## src/rtl/mul_wb_pkg.sv

```systemverilog
// Shared types and constants for the multiplier writeback stage.
// Imported by the product FIFO and the writeback top.
package mul_wb_pkg;

  localparam int FIFO_DEPTH = 2;
  localparam int WORD_SIZE  = 32;

  typedef enum logic [1:0] {
    IDLE,
    REQ,
    WR_LO,
    WR_HI
  } state_t;

endpackage

```

## src/rtl/prod_fifo.sv

```systemverilog
// Two-entry product FIFO with head-of-queue read.
// Clear is asynchronous and active-low.
module prod_fifo
  import mul_wb_pkg::*;
#(
  parameter int W = 64
) (
  input  logic         clk,
  input  logic         clr,
  input  logic         push,
  input  logic         pop,
  input  logic [W-1:0] din,
  output logic [W-1:0] head,
  output logic [1:0]   count
);

  logic [W-1:0] mem [FIFO_DEPTH];
  logic         wptr;
  logic         rptr;

  always_ff @(posedge clk or negedge clr) begin
    if (!clr) begin
      for (int i = 0; i < FIFO_DEPTH; i++)
        mem[i] <= '0;
      wptr  <= 1'b0;
      rptr  <= 1'b0;
      count <= 2'd0;
    end else begin
      if (push) begin
        mem[wptr] <= din;
        wptr      <= ~wptr;
      end
      if (pop)
        rptr <= ~rptr;
      unique case ({push, pop})
        2'b10:   count <= count + 2'd1;
        2'b01:   count <= count - 2'd1;
        default: count <= count;
      endcase
    end
  end

  assign head = mem[rptr];

endmodule

```

## src/rtl/mul_hilo_wb.sv

```systemverilog
// Writeback of signed double-width products into LO then HI
// over the shared internal bus, with zero/negative flags.
module mul_hilo_wb
  import mul_wb_pkg::*;
#(
  parameter int word_size = WORD_SIZE
) (
  input  logic                   clk,
  input  logic                   clr,
  input  logic                   prod_valid,
  input  logic [2*word_size-1:0] prod,
  output logic                   prod_ready,
  output logic                   bus_req,
  input  logic                   bus_gnt,
  output logic [word_size-1:0]   bus_out,
  output logic                   lo_in,
  output logic                   hi_in,
  output logic                   busy,
  output logic                   flag_z,
  output logic                   flag_n
);

  localparam int PW = 2 * word_size;

  state_t          state;
  state_t          nxt;
  logic            push;
  logic            pop;
  logic [PW-1:0]   head;
  logic [1:0]      count;

  assign prod_ready = clr & (count != 2'd2);
  assign push       = prod_valid & prod_ready;
  assign pop        = (state == WR_HI);

  prod_fifo #(.W(PW)) u_fifo (
    .clk   (clk),
    .clr   (clr),
    .push  (push),
    .pop   (pop),
    .din   (prod),
    .head  (head),
    .count (count)
  );

  always_ff @(posedge clk or negedge clr) begin
    if (!clr)
      state <= IDLE;
    else
      state <= nxt;
  end

  // leaving WR_HI: count after this edge is count-1+push
  always_comb begin
    nxt = state;
    unique case (state)
      IDLE:  nxt = (count != 2'd0) ? REQ : IDLE;
      REQ:   nxt = bus_gnt ? WR_LO : REQ;
      WR_LO: nxt = WR_HI;
      WR_HI: nxt = ((count > 2'd1) || push) ? REQ : IDLE;
      default: nxt = IDLE;
    endcase
  end

  always_comb begin
    bus_out = '0;
    lo_in   = 1'b0;
    hi_in   = 1'b0;
    unique case (state)
      WR_LO: begin
        bus_out = head[word_size-1:0];
        lo_in   = 1'b1;
      end
      WR_HI: begin
        bus_out = head[PW-1:word_size];
        hi_in   = 1'b1;
      end
      default: ;
    endcase
  end

  assign bus_req = (state != IDLE);
  assign busy    = (count != 2'd0) | (state != IDLE);

  always_ff @(posedge clk or negedge clr) begin
    if (!clr) begin
      flag_z <= 1'b0;
      flag_n <= 1'b0;
    end else if (pop) begin
      flag_z <= (head == '0);
      flag_n <= head[PW-1];
    end
  end

endmodule

```

## config.mk

```make
export PLATFORM = sky130hd
export DESIGN_NAME = mul_hilo_wb
export DESIGN_NICKNAME = d
export VERILOG_FILES = /design/src/rtl/mul_wb_pkg.sv /design/src/rtl/prod_fifo.sv /design/src/rtl/mul_hilo_wb.sv
export SDC_FILE = /design/constraint.sdc
export NUM_CORES = 1
export LEC_CHECK = 0
export BUFFER_PORTS_ARGS = -buffer_cell sky130_fd_sc_hd__buf_2
export CORE_ASPECT_RATIO = 0.7
export CORE_MARGIN = 1.5
export CORE_UTILIZATION = 60
export DETAILED_ROUTE_END_ITERATION = 10
export PLACE_DENSITY = 0.84
export SYNTH_ARGS = -nofsm -noshare
export SYNTH_HDL_FRONTEND = slang
export SYNTH_SLANG_ARGS = --single-unit
```

## constraint.sdc

```tcl
create_clock -name clk -period 2.9 [get_ports clk]
set_clock_uncertainty 0.15 [all_clocks]
set_input_delay 0.145 -clock clk [delete_from_list [all_inputs] [get_ports clk]]
set_output_delay 0.145 -clock clk [all_outputs]
set_load 0.05 [all_outputs]
```

* Yosys cells after proc, flatten, opt, wreduce, memory -nomap -nowiden *
Index checks and enable logic that the tools add are counted.

word-level totals
  output and inout port bits = 39
  flip-flop bits (word level) = 136
  input port bits = 68
  word-level logic and storage cells = 48

cells by class
  eq/ne operators = 6
  bitwise operators = 7
  order comparisons = 4
  mux-type cells = 14
  add/subtract/negate cells = 2
  reduce and logical (&&, ||, !) cells = 7

operators with widths
  operator             number
  $mux 64              4
  $bwmux 128           1
  $demux 64 s1         1
  $logic_not 64->1     1
  $pmux 32 s2          1
  $pmux 2 s4           1
  $eq 2x2->1 const B   3
  $reduce_bool 2->1    3
  $eq 2x1->1 const B   2
  $ge 2x2->1 const B   2
  $mux 1               4
  $not 1->2            2
  $pmux 2 s2           1
  $add 2x1->2 const B  1
  $and 1x1->1          2
  $gt 2x1->1 const B   1
  $logic_not 2->1      1
  $lt 2x1->1 const B   1
  $mux 2               1
  $ne 2x2->1 const B   1
  $not 1->1            2
  $sub 2x1->2 const B  1
  $logic_and 1x1->1    1
  $logic_or 1x1->1     1
  $or 1x1->1           1

* Longest topological paths before layout *
Gate-level depths: netlist of run 1.

  depth in word-level cells = 6
  depth in mapped cells = 7
  gate-level depth less buffers = 7

* Modules after synthesis *
A second synthesis of run 1 with hierarchy kept.

second synthesis, totals
  cells, all modules = 468
  area, all modules = 6608.8 µm²

by module, submodules not included
  module       seq. area each (µm²)  area an instance (µm²)  instances  cells each
  prod_fifo    3303.2                5709.2                  1          353
  mul_hilo_wb  100.1                 899.6                   1          115

* Worst setup path before layout of run 1 *
No wires, ideal clock.

  kind = register -> register
  start = register u_fifo.count[0]
  end = register u_fifo.mem[110] in the netlist's numbering
  stages on the path, launching flop included = 8
  path slack = 73 ps
  buffers on the path = 1
  library setup time = 125 ps
  arrival time = 2552 ps
  cell sequence = dfrtp_1 inv_1 ha_1 nor2b_1 nand2_1 nor2_2 buf_2 mux2_2

on the way
  longest elaborated chain between the ends = 3

RTL lines
  what                             line               source
  from (decl)                      prod_fifo.sv:14    output logic [1:0] count
  from (signal assigned)           prod_fifo.sv:36    2'b10: count <= count + 2'd1;
  from (signal assigned)           prod_fifo.sv:37    2'b01: count <= count - 2'd1;
  from (signal assigned)           prod_fifo.sv:38    default: count <= count;
  $ne 2x2->1                       mul_hilo_wb.sv:32  assign prod_ready = clr & (count != 2'd2);
  $and 1x1->1                      mul_hilo_wb.sv:32
  named net prod_ready             mul_hilo_wb.sv:12  output logic prod_ready,
  $and 1x1->1                      mul_hilo_wb.sv:33  assign push = prod_valid & prod_ready;
  to (signal, indexed assignment)  prod_fifo.sv:30    mem[wptr] <= din;
  to (decl)                        prod_fifo.sv:17    logic [W-1:0] mem [FIFO_DEPTH];

The timed path passes the listed nets, and every way through them passes these cells.
A chain may end at the register's enable or synchronous reset.

* Worst setup path in the final report of run 1 *
  start = register u_fifo.rptr
  end = output bus_out[10]

on the way
  longest elaborated chain between the ends = 5

RTL lines
  what                                         line               source
  from (decl)                                  prod_fifo.sv:19    logic rptr;
  from (signal assigned)                       prod_fifo.sv:34    rptr <= ~rptr;
  $not 1->2 (implied by the code)              prod_fifo.sv:43    assign head = mem[rptr];
  $mux 64 (implied by the code) (3 in series)  prod_fifo.sv:43
  $pmux 32 s2                                  mul_hilo_wb.sv:69  unique case (state)
  to (decl)                                    mul_hilo_wb.sv:15  output logic [word_size-1:0] bus_out,

Every way passes these cells. The select of a mux whose other input is x is not followed.

==> results of run 1 <==
-- per-stage QoR --
stage,std cells,power [mW],hold WS [ns],instance area (um2)
detailed placement,656,7.73,0.230,7100
finish,755,10.0,0.334,8360
global route,755,10.5,0.337,8360
global placement,656,7.56,0.218,7100
floorplan,432,6.60,-0.301,6400
CTS,755,10.0,0.330,8360
-- worst register-to-register path, cell delays in order, from the launching register on --
cell,delay [ns]
dfrtp_1,0.38
inv_1,0.08
ha_1,0.19
nor2b_1,0.20
nand2_1,0.20
nor2_4,0.14
buf_12,0.33
mux2_2,0.45
-- cell type report --
class,count,area [um2]
Clock buffer,23,468
Fill cell,560,1990
Inverter,4,15.0
Sequential cell,136,3400
Tap cell,132,165
Multi-Input combinational cell,268,2870
Clock inverter,9,123
Timing Repair Buffer,183,1320
-- metal layers --
layer,track usage (%),vias to the layer above
met1,42.5,2352
met2,50.4,180
met5,0,-
met3,7.96,30
met4,11.5,0
li1,-,2000
-- flip-flops by register name, indices dropped and copies added, names as in the netlist, named ones only --
signal,cells
u_fifo.mem,128
u_fifo.count,2
flag_n,1
flag_z,1
state,1
u_fifo.rptr,1
u_fifo.wptr,1
-- placed cells by master (no fill, tap or decap), types with 2 or more instances in the layout --
cell type        n
nand4_1          6
o21ai_0          2
a21oi_1          2
or4_1            4
clkbuf_8         2
ha_1             4
nor2_1           4
clkbuf_1         4
dfrtp_1        135
nor4_1          27
xnor2_1          4
clkinv_2         5
mux4_2          31
mux2_1          73
dlygate4sd3_1   67
clkbuf_16       17
buf_2          105
nor3_1           3
and2_1          32
inv_1            4
mux2_2          55
buf_4            8
nand2_1          7
nor2b_1          2
bufinv_16        3
buf_12           3
-- worst max-delay path by stage --
stage,cells past startpoint,slack [ns],end,start
finish,4,0.18,bus_out[10],u_fifo.rptr$_DFFE_PN0P_
global route,4,0.04,bus_out[10],u_fifo.rptr$_DFFE_PN0P_
CTS,4,0.18,bus_out[14],u_fifo.rptr$_DFFE_PN0P_
detailed placement,4,0.63,bus_out[5],u_fifo.rptr$_DFFE_PN0P_
global placement,4,0.63,bus_out[29],u_fifo.rptr$_DFFE_PN0P_
floorplan,7,0.07,u_fifo.mem[110]$_DFFE_PN0P_,u_fifo.count[0]$_DFFE_PN0P_
-- cells by family (layout without fill, tap and decap cells) --
logic type      after synthesis  count (layout)  synth area share [%]
fa+ha+maj                     4               4                 0.782
simple gates                 91              91                  8.54
buf+inv                      28             219                  2.13
xor+xnor                      4               4                 0.547
compound gates                8               8                 0.821
mux                         161             161                  34.0
flops                       136             136                  53.2
-- power by group through the flow --
stage               Combinational [mW]  Sequential, mW  Clock [mW]
floorplan                         3.22            3.38           0
global placement                  3.83            3.73           0
detailed placement                3.95            3.78           0
CTS                               4.07            3.78        2.18
global route                      4.33            3.93        2.29
finish                            4.07            3.81        2.16
==> reports/results.ini, run 1 <==
[synth]
synthArstFlopShare_pct = 100
ys_ff_latch = 136
yosysTopAreaCell = dfrtp_1
synth_most_common_cell = dfrtp_1
synth.avg_cell_area_um2 = 14.8
yosysWarnings = 0
seq_area_frac_synth_pct = 53.2
netlist_area_mm2 = 0.00640
yosys_most_used_dff = dfrtp_1
syn_nets = 504
synth_commonest_cells = dfrtp_1, mux2_1, mux2_2, and2_1, mux4_2
ys_types = 33
synth_area_leaders = dfrtp_1, mux2_1, mux4_2, mux2_2, and2_1
synth_edf_count = 0
syn_inst = 432
synth_top_area_share_pct = 53.2

[floorplan]
fp.coreArea_mm2 = 0.0104
die_area_mm2 = 0.0113
start_util_pct = 61.8
io_pins = 107
die_x_um = 126
fp-row-count = 31
die-height_um = 89.4

[timing]
fin_crit_ns = 2.72
fin_crit_sh_pct = 93.9
rsz0062_at_grt = false
setup_ws_ns = 0.176
tightest_slew_ns = 0.889
final.setup.tns_ns = 0
fmax_mhz = 367
max-slew-margin-rel_pct = 40.8
setup_viol = 0
slew_viol_final = 0
finalHoldViolations = 0

[route]
wl_per_cell_um = 21.3
vias_per_cell = 6.04
drc = 0
route.met2.wl_mm = 7.66
drt-initial-drc-count = 340
dr_total_vias = 4562
wl_met1_mm = 7.08
wirelength_mm = 16.1
top_layer = met4
route.met3.wl_mm = 1.04
postRouteAntennaNets = 0
firstDrtPassIters = 4

[power_and_ir_drop]
power_switching_mw = 3.84
p_leak_nw = 3.68
combPwrFrac_pct = 40.5
p_int_mw = 6.20
pwr-share-seq_pct = 37.9
p_per_area_mw_per_mm2 = 1200
clockPowerShare_pct = 21.6
swShare_pct = 38.2
ir_drop_uv = 679

[hold_path]
whs_endpoint = u_fifo.mem[108]$_DFFE_PN0P_
min-delay-start = prod[44]
whs_path_depth = 3
hold_path_class = input pin to register

[critical_path]
r2r_slack_ns = 0.67
critical_path_class = register to primary output
start_kind = register
reg2reg_depth = 7
cp.arrival_ns = 2.43
critPathRequiredTime_ns = 2.61
worst-path-max-fanout = 22
critical-path-top-delay-family = flip-flops
rr_endpoint = u_fifo.mem[110]$_DFFE_PN0P_
path_cells = buf_4 -> mux4_2 -> and2_1 -> buf_2
r2r-start = u_fifo.count[0]$_DFFE_PN0P_
slowest_delay_ns = 0.82
slowest_stage = dfrtp_2
path_buf_inv = 2
endpoint_kind = primary output

[clock_tree]
ctsResizeCount = 0
cts_hold_buf = 67
cts_tree = done
clock_path_buffers = 2
cts_sinks = 136
post_cts_buffers = 0
cts_buffers = 17
h-tree-depth = 4
clkTransAtPathRegs_ns = 0.06
root_buffer = clkbuf_16
clock_latency_ns = 0.42

[global_routing]
grt_overflow_total = 0
grtUsageTotal_pct = 31.4
grt_pass1_wl_mm = 25.8
grt_max_degree = 71
antenna_found_initial = 0
grt_pass1_vias = 4742

[finish]
syn_to_final_growth_pct = 30.7
antenna_cells = 0
nNetsFinal = 682
drive_gt1_share_pct = 37.6
final_util_pct = 80.7

[place]
dpl.hpwl_mm = 10.1
gp_congestion = 0.824
port_buffers = 106
dp_slack_ns = 0.633

[flow_run]
max-cap-violations = 0

[outcome]
status = complete, no violations

No activity file was read; power rests on OpenSTA's default activity.
==> run 2, diff against run 1 <==
Settings changed: MAX_ROUTING_LAYER set to met4.
==> reports/results.ini, run 2 (synthesis gave the netlist of run 1 again) <==
[floorplan]
fp-row-count = 31  ; unchanged
fp.coreArea_mm2 = 0.0104  ; unchanged
die_x_um = 126  ; unchanged
io_pins = 107  ; unchanged
die-height_um = 89.4  ; unchanged
start_util_pct = 61.8  ; unchanged
die_area_mm2 = 0.0113  ; unchanged

[critical_path]
cp.arrival_ns = 2.43  ; about the same
worst-path-max-fanout = 22  ; unchanged
endpoint_kind = primary output
critPathRequiredTime_ns = 2.61  ; about the same
critical-path-top-delay-family = flip-flops
critical_path_class = register to primary output
slowest_stage = dfrtp_2
slowest_delay_ns = 0.82  ; about the same
path_buf_inv = 2  ; unchanged
path_cells = buf_4 -> mux4_2 -> and2_1 -> buf_2
start_kind = register

[place]
placed_cells_incl_taps = 656  ; unchanged
gp_congestion = 0.836  ; +1.5%
dp_slack_ns = 0.633  ; unchanged
port_buffers = 106  ; unchanged
dpl.hpwl_mm = 10.1  ; unchanged

[power_and_ir_drop]
ir_drop_uv = 682  ; +0.54%
clockPowerShare_pct = 21.6  ; about the same
p_int_mw = 6.20  ; about the same
p_per_area_mw_per_mm2 = 1200  ; about the same
p_leak_nw = 3.68  ; unchanged
pwr-share-seq_pct = 38.0  ; about the same
power_switching_mw = 3.84  ; about the same
combPwrFrac_pct = 40.5  ; about the same
swShare_pct = 38.3  ; about the same

[timing]
setup_viol = 0  ; unchanged
max-slew-margin-rel_pct = 41.4  ; +0.61 points
fin_crit_sh_pct = 93.9  ; about the same
fin_crit_ns = 2.72  ; -0.00149 ns
rsz0062_at_grt = false
fmax_mhz = 367  ; about the same
setup_ws_ns = 0.178  ; +0.00149 ns
tightest_slew_ns = 0.879  ; -0.00917 ns
slew_viol_final = 0  ; unchanged
final.setup.tns_ns = 0  ; unchanged
finalHoldViolations = 0  ; unchanged

[finish]
nNetsFinal = 682  ; unchanged
drive_gt1_share_pct = 37.6  ; unchanged
antenna_cells = 0  ; unchanged
final_cell_mix = dfrtp_1, buf_2, mux2_1, dlygate4sd3_1, mux2_2
syn_to_final_growth_pct = 30.7  ; unchanged
reg_top3 = u_fifo.mem: 128 flops, u_fifo.count: 2 flops
largest_reg_flops = 128  ; unchanged
fin_cells = 755  ; unchanged
final_util_pct = 80.7  ; unchanged
mostFrequentLayoutCell = dfrtp_1
top_register = u_fifo.mem

[clock_tree]
root_buffer = clkbuf_16
clkTransAtPathRegs_ns = 0.06  ; about the same
cts_buffers = 17  ; unchanged
clock_latency_ns = 0.42  ; about the same
h-tree-depth = 4  ; unchanged
cts_sinks = 136  ; unchanged
clock_path_buffers = 2  ; unchanged
post_cts_buffers = 0  ; unchanged
cts_tree = done

[global_routing]
grt_pass1_vias = 4749  ; +0.15%
grt_pass1_wl_mm = 25.8  ; about the same
antenna_found_initial = 0  ; unchanged
grt_overflow_total = 0  ; unchanged
grtUsageTotal_pct = 32.5  ; +1.1 points
grt_max_degree = 71  ; unchanged

[route]
firstDrtPassIters = 4  ; unchanged
drt-initial-drc-count = 400  ; +18%
postRouteAntennaNets = 0  ; unchanged
vias_per_cell = 6.05  ; about the same
wl_per_cell_um = 21.3  ; about the same
drc = 0  ; unchanged
wirelength_mm = 16.1  ; about the same
dr_total_vias = 4565  ; +0.066%

[flow_run]
max-cap-violations = 0  ; unchanged

[outcome]
status = complete, no violations

[hold_path]
hold_path_class = input pin to register

run 2: path summary, 6_finish.rpt:
check	startpoint	end	slack, ns	depth (start not counted)
worst min-delay path	prod[44]	u_fifo.mem[108]$_DFFE_PN0P_	0.33	3
max in group asynchronous	clr	u_fifo.mem[10]$_DFFE_PN0P_	1.66	3
worst max-delay path	u_fifo.rptr$_DFFE_PN0P_	bus_out[10]	0.18	4
worst max register to register	u_fifo.count[0]$_DFFE_PN0P_	u_fifo.mem[110]$_DFFE_PN0P_	0.66	7
min in group asynchronous	clr	u_fifo.mem[4]$_DFFE_PN0P_	0.34	3
worst min register to register	u_fifo.count[0]$_DFFE_PN0P_	u_fifo.count[0]$_DFFE_PN0P_	0.37	1
run 2: power by group through the flow:
stage               registers (mW)  clock network (mW)  logic (mW)
floorplan                     3.38                   0        3.22
global placement              3.73                   0        3.83
detailed placement            3.78                   0        3.95
CTS                           3.78                2.18        4.07
global route                  3.93                2.29        4.34
finish                        3.81                2.16        4.07
run 2: metal layers:
layer,GRT usage (%),wire length [um]
met1,42.9,6900
met2,50.2,7660
met4,11.5,345
met5,-,0
met3,7.78,1200
run 2: final cells by class:
cell class                 count  area (um2)
inverter                       4        15.0
fill                         560        1990
sequential                   136        3400
tap                          132         165
timing repair buffer         183        1320
clock inverter                 9         123
clock buffer                  23         468
multi-input combinational    268        2870
run 2: timing repair:
action / in CTS / in global routing
hold endpoints to repair: 267 / 0
resized for setup: 0 / 0
hold buffers: 67 / 0
run 2: through the flow:
| step | power [mW] | cell area, um2 | hold slack, ns |
|---|---|---|---|
| detailed placement | 7.73 | 7100 | 0.230 |
| global route | 10.6 | 8360 | 0.337 |
| finish | 10.0 | 8360 | 0.329 |
| global placement | 7.56 | 7100 | 0.218 |
| CTS | 10.0 | 8360 | 0.330 |
| floorplan | 6.60 | 6400 | -0.301 |
run 2: tightest hold or removal path: cells and delay by family:
family | cells | cell delay, ns
buffers and inverters | 2 | 0.61
multiplexers | 1 | 0.11
